## src/rtl/pe_pkg.sv

```systemverilog
// Shared definitions for the PE row scheduler: default operand width, row length
// and the scheduler state encoding.
package pe_pkg;

    localparam int PE_IN_WORD_SIZE = 32;
    localparam int PE_NUM_PE       = 8;

    typedef enum logic [2:0] {
        ST_IDLE,
        ST_CLEAR,
        ST_FEED,
        ST_FLUSH,
        ST_DONE
    } sched_state_t;

endpackage

```

## src/rtl/pe_row_sched_if.sv

```systemverilog
// Operand streams into the scheduler and the operand/clear bus it drives into the
// first PE of the row.
interface pe_row_sched_if
    import pe_pkg::*;
#(
    parameter int IN_WORD_SIZE = PE_IN_WORD_SIZE
);

    logic                    imap_valid;
    logic [IN_WORD_SIZE-1:0] imap_data;
    logic                    imap_ready;
    logic                    fmap_valid;
    logic [IN_WORD_SIZE-1:0] fmap_data;
    logic                    fmap_ready;
    logic                    pe_rst;
    logic [IN_WORD_SIZE-1:0] pe_imap;
    logic [IN_WORD_SIZE-1:0] pe_fmap;

    // master: operand sources and PE row; slave: the scheduler
    modport master (
        output imap_valid, imap_data, fmap_valid, fmap_data,
        input  imap_ready, fmap_ready, pe_rst, pe_imap, pe_fmap
    );

    modport slave (
        input  imap_valid, imap_data, fmap_valid, fmap_data,
        output imap_ready, fmap_ready, pe_rst, pe_imap, pe_fmap
    );

endinterface

```

## src/rtl/pe_row_sched.sv

```systemverilog
// Sequences one accumulation job through a chained PE row: clear, feed paired
// operand beats, flush the row pipeline, then pulse done.
module pe_row_sched
    import pe_pkg::*;
#(
    parameter int IN_WORD_SIZE = PE_IN_WORD_SIZE,
    parameter int NUM_PE       = PE_NUM_PE,
    parameter int CNT_W        = 16
) (
    input  logic             clk,
    input  logic             rst,
    input  logic             start,
    input  logic [CNT_W-1:0] len,
    pe_row_sched_if.slave    bus,
    output logic             busy,
    output logic             done
);

    localparam int                      FL_W      = (NUM_PE > 1) ? $clog2(NUM_PE) : 1;
    localparam logic [FL_W-1:0]         FL_LAST   = FL_W'(NUM_PE - 1);
    localparam logic [IN_WORD_SIZE-1:0] ZERO_WORD = '0;

    sched_state_t     r_state;
    sched_state_t     w_nextState;
    logic [CNT_W-1:0] r_beatCnt;
    logic [FL_W-1:0]  r_flushCnt;
    logic             w_fire;
    logic             w_lastBeat;
    logic             w_lastFlush;

    assign w_fire      = (r_state == ST_FEED) && bus.imap_valid && bus.fmap_valid;
    assign w_lastBeat  = w_fire && (r_beatCnt == CNT_W'(1));
    assign w_lastFlush = (r_state == ST_FLUSH) && (r_flushCnt == FL_LAST);

    always_ff @(posedge clk or posedge rst) begin
        if (rst) begin
            r_state <= ST_IDLE;
        end else begin
            r_state <= w_nextState;
        end
    end

    // Flush counter runs only in FLUSH and returns to zero as it leaves
    always_ff @(posedge clk or posedge rst) begin
        if (rst) begin
            r_beatCnt  <= '0;
            r_flushCnt <= '0;
        end else begin
            if ((r_state == ST_IDLE) && start) begin
                r_beatCnt <= len;
            end else if (w_fire) begin
                r_beatCnt <= r_beatCnt - CNT_W'(1);
            end
            if (r_state == ST_FLUSH) begin
                r_flushCnt <= w_lastFlush ? '0 : r_flushCnt + FL_W'(1);
            end
        end
    end

    always_comb begin
        w_nextState = r_state;
        case (r_state)
            ST_IDLE:  if (start) w_nextState = ST_CLEAR;
            ST_CLEAR: w_nextState = (r_beatCnt != '0) ? ST_FEED : ST_FLUSH;
            ST_FEED:  if (w_lastBeat) w_nextState = ST_FLUSH;
            ST_FLUSH: if (w_lastFlush) w_nextState = ST_DONE;
            ST_DONE:  w_nextState = ST_IDLE;
            default:  w_nextState = ST_IDLE;
        endcase
    end

    // Zero operands on idle cycles make the PEs accumulate a zero product
    assign bus.imap_ready = w_fire;
    assign bus.fmap_ready = w_fire;
    assign bus.pe_rst     = (r_state == ST_CLEAR);
    assign bus.pe_imap    = w_fire ? bus.imap_data : ZERO_WORD;
    assign bus.pe_fmap    = w_fire ? bus.fmap_data : ZERO_WORD;
    assign busy           = (r_state != ST_IDLE);
    assign done           = (r_state == ST_DONE);

endmodule

```

## src/flat_wrapper.sv

```systemverilog
// flat-port wrapper written by rule: the top's interface ports become plain ports
module pe_row_sched_flat import pe_pkg::*;
#(
    parameter int IN_WORD_SIZE = PE_IN_WORD_SIZE,
    parameter int NUM_PE       = PE_NUM_PE,
    parameter int CNT_W        = 16
)
  (clk, rst, start, len, busy, done, bus_imap_valid, bus_imap_data, bus_fmap_valid, bus_fmap_data, bus_imap_ready, bus_fmap_ready, bus_pe_rst, bus_pe_imap, bus_pe_fmap);
  pe_row_sched_if #(.IN_WORD_SIZE(IN_WORD_SIZE)) bus_i ();
  input  logic clk;
  input  logic rst;
  input  logic start;
  input  logic [CNT_W-1:0] len;
  output logic busy;
  output logic done;
  input wire logic [$bits(bus_i.imap_valid)-1:0] bus_imap_valid;
  input wire logic [$bits(bus_i.imap_data)-1:0] bus_imap_data;
  input wire logic [$bits(bus_i.fmap_valid)-1:0] bus_fmap_valid;
  input wire logic [$bits(bus_i.fmap_data)-1:0] bus_fmap_data;
  output wire logic [$bits(bus_i.imap_ready)-1:0] bus_imap_ready;
  output wire logic [$bits(bus_i.fmap_ready)-1:0] bus_fmap_ready;
  output wire logic [$bits(bus_i.pe_rst)-1:0] bus_pe_rst;
  output wire logic [$bits(bus_i.pe_imap)-1:0] bus_pe_imap;
  output wire logic [$bits(bus_i.pe_fmap)-1:0] bus_pe_fmap;
  assign bus_i.imap_valid = bus_imap_valid;
  assign bus_i.imap_data = bus_imap_data;
  assign bus_i.fmap_valid = bus_fmap_valid;
  assign bus_i.fmap_data = bus_fmap_data;
  assign bus_imap_ready = bus_i.imap_ready;
  assign bus_fmap_ready = bus_i.fmap_ready;
  assign bus_pe_rst = bus_i.pe_rst;
  assign bus_pe_imap = bus_i.pe_imap;
  assign bus_pe_fmap = bus_i.pe_fmap;
  pe_row_sched #(.IN_WORD_SIZE(IN_WORD_SIZE), .NUM_PE(NUM_PE), .CNT_W(CNT_W)) u_core (.clk(clk), .rst(rst), .start(start), .len(len), .bus(bus_i), .busy(busy), .done(done));
endmodule
```

## config.mk

```make
export PLATFORM = sky130hd
export DESIGN_NAME = pe_row_sched_flat
export DESIGN_NICKNAME = d
export VERILOG_FILES = /design/src/rtl/pe_pkg.sv /design/src/rtl/pe_row_sched_if.sv /design/src/rtl/pe_row_sched.sv /design/src/flat_wrapper.sv
export SDC_FILE = /design/constraint.sdc
export NUM_CORES = 1
export LEC_CHECK = 0
export BUFFER_PORTS_ARGS = -buffer_cell sky130_fd_sc_hd__buf_2
export CELL_PAD_IN_SITES_DETAIL_PLACEMENT = 1
export CELL_PAD_IN_SITES_GLOBAL_PLACEMENT = 2
export CORE_AREA = 2 2 95 97
export CTS_BUF_LIST = sky130_fd_sc_hd__clkbuf_8
export DETAILED_ROUTE_END_ITERATION = 8
export DIE_AREA = 0 0 97 99
export PLACE_DENSITY = 0.9
export SYNTH_ARGS = -nofsm -noshare
export SYNTH_HDL_FRONTEND = slang
export SYNTH_SLANG_ARGS = --single-unit
```

## constraint.sdc

```tcl
create_clock -name clk -period 5.5 [get_ports clk]
set_input_delay 0.275 -clock clk [delete_from_list [all_inputs] [get_ports clk]]
set_output_delay 0.275 -clock clk [all_outputs]
set_load 0.01 [all_outputs]
```

==> metrics.txt <==
fmax=0.404 GHz; R2R Path Start=u_core.r_state[0]$_DFFE_PP0P_; worst min-delay path class=in2async; P_sw=307 µW; Top Family by Delay on Critical Path=simple AND/OR/NAND/NOR gates; CTS sink cnt=22; power density of the placed cells=305 mW/mm²; die area=0.00960 mm²; CTS tree=yes; sequential element share of the synthesized area=0.331; initial antenna violation count=0; setup violators final=0; Hold Fails Final Rpt=0; fillers=1,060; Worst Skew=0.0120 ns; Port Buffer Count=153; routed vias=1,969; startpoint types=register; Flop pwr share=0.387; clock share of power=0.194; unrepaired setup endpoints after global routing=false; Final Cell Area=0.00260 mm²; Slowest-stage cell, CP=or4_2; library cells used by synthesis=38; DP Wirelength=5.29 mm; DRC=0; Nets=441; final worst slack=3.02 ns; Placed Cells=455; Syn Nets=293; CP bufs+invs=2; worst setup slack after placement=3.02 ns; largest net degree at the start of global routing=71; setup tns final=0 ns; CP arrival=2.69 ns; placed cell areas=0.00253 mm²; core area=0.00855 mm²; Pre-Repair DR Iteration Count=4; initial DRC count=34; Rows=34; CP Cell Sequence=and3b_1, nand3b_1, inv_1, buf_4, nand2_1, or4_2, nand3_1; Syn Area/Cell=8.16 µm²; Slew @ Worst Pin=0.855 ns; H-tree depth=1; first-pass GRT wire length=10.0 mm; ANT cells=0; Final min period=2.48 ns; DRT Wirelength=6.35 mm; worst endpoint required time=5.71 ns; clk_lat worst skew=0.27 ns; Routed wire per std cell=13.8 µm; Critical Path Max Stage Delay=0.59 ns; RR Endpoint=u_core.r_beatCnt[4]$_DFFE_PP0P_; Die Y=99 µm; post-synthesis cell count=204; R2R setup slack=3.02 ns; io pins=154; synth warn=0; worst-path fanout max=70; vias per inst=4.29; P_leak=1.40 nW; Root Driver=clkbuf_8; Max Cap Viol=0; cell internal pwr=484 µW; most frequent cells in the layout=153 x buf_2, 66 x and2_1, 22 x dfrtp_1; critical path class=reg2reg; share of cells above drive strength 1=0.479; Starting Density=0.195; most common cell after layout, fill and taps aside=buf_2; post-cts sizing count=0; clock buffer depth=2; top cell type by total area after synthesis=dfrtp_1; switching portion of total power=0.388; synthesized flop and latch total=22; VDD IR max=0.0000902 V; GRT Total Usage=0.126; multi-input logic area=0.00104 mm²; Max Slew Vio Count=0; Final Util=0.304; Post-DRT Antenna Nets=0; gr ovfl total=0; crit path capture type=register; hold-fix buffers at CTS=0; combinational share of power=0.419; status=finished, final reports clean; Post-Layout Cell Count=459; Post-CTS Setup Bufs=0; Placer Congestion=0.818; area delta synth->final=56.1%; vias in the first global route=2,005; synth top area cells=dfrtp_1 33%, and2_1 25%, nand2_1 4.3%; share of the synthesized area in the top cell type=0.331; Die Span X=97 µm; period utilisation layout=0.450; Worst Reg-to-Reg Cells=7; Reg area=551 µm²; Post-Syn Area=0.00166 mm²; Max-Slew Margin vs Limit=0.429; clock-pin slew on the worst setup and hold paths=0.09 ns; Num CTS Buffers=3
## power groups by stage
stage          Combinational [mW]  Sequential, mW  Clock [mW]
4_1_cts                     0.339           0.305       0.157
3_5_place_dp                0.338           0.308           0
5_1_grt                     0.376           0.321       0.164
6_report                    0.331           0.306       0.154
2_1_floorplan               0.234           0.282           0
3_3_place_gp                0.324           0.301           0
## Yosys cell counts, drive strengths merged
cell type,instances
inv,6
nor4,2
nand3,6
or3,2
a221o,2
nor3,7
or4,5
o21ai,5
xnor2,3
and3b,1
clkbuf,8
a21oi,5
or2,1
a21o,1
a311oi,1
nand2b,2
mux2,1
buf,3
o311ai,6
and2,66
nand3b,2
o221ai,1
a2111oi,1
ha,4
nand4b,1
nor2,13
nand2,19
nor3b,1
dfrtp,22
o211ai,6
a211oi,1
## kinds of logic (layout without fill, tap and decap cells)
kind of cell    after synthesis  after routing  share of synthesized area
buf+inv                      17            164                     0.0413
compound gates               29             29                      0.134
mux                           1              1                    0.00677
flops                        22             22                      0.331
simple gates                128            128                      0.441
xor+xnor                      3              3                     0.0158
fa+ha+maj                     4              4                     0.0301
## worst max path at each step
stage / startpoint / to / slack [ns] / cells past startpoint
floorplan: u_core.r_beatCnt[2]$_DFFE_PP0P_ / u_core.r_state[0]$_DFFE_PP0P_ / 3.50 / 5
detailed placement: u_core.r_state[0]$_DFFE_PP0P_ / u_core.r_beatCnt[4]$_DFFE_PP0P_ / 3.02 / 7
finish: u_core.r_state[0]$_DFFE_PP0P_ / u_core.r_beatCnt[4]$_DFFE_PP0P_ / 3.02 / 7
global route: u_core.r_state[0]$_DFFE_PP0P_ / u_core.r_beatCnt[4]$_DFFE_PP0P_ / 2.78 / 7
CTS: u_core.r_state[0]$_DFFE_PP0P_ / u_core.r_beatCnt[4]$_DFFE_PP0P_ / 3.01 / 7
global placement: u_core.r_state[0]$_DFFE_PP0P_ / u_core.r_beatCnt[4]$_DFFE_PP0P_ / 3.17 / 7
## state kept, by name, summed over array words and instances, names as in the netlist
signal	flops
u_core.r_beatCnt	16
u_core.r_flushCnt	3
u_core.r_state	3
## cell type report
class | count | area share
flip-flops and latches | 22 | 0.212
clock buffers | 3 | 0.0159
repair buffers | 154 | 0.298
clock inverters | 1 | 0.0116
multi-input cells | 165 | 0.402
inverters | 6 | 0.00867
well taps | 108 | 0.0520
## stage by stage
stage | power (mW) | hold WS [ns]
floorplan | 0.516 | 0.264
global route | 0.860 | 0.207
detailed placement | 0.646 | 0.488
finish | 0.791 | 0.172
global placement | 0.625 | 0.471
CTS | 0.801 | 0.205
## metal layers
layer  vias to the layer above  GRT usage  wire [µm]
met5                         -          0          0
met4                         0     0.0260         44
met3                         4     0.0305        533
met2                        95      0.232       3190
met1                       879      0.149       2580
li1                        991          -          -
(Power assumes the default switching activity.)
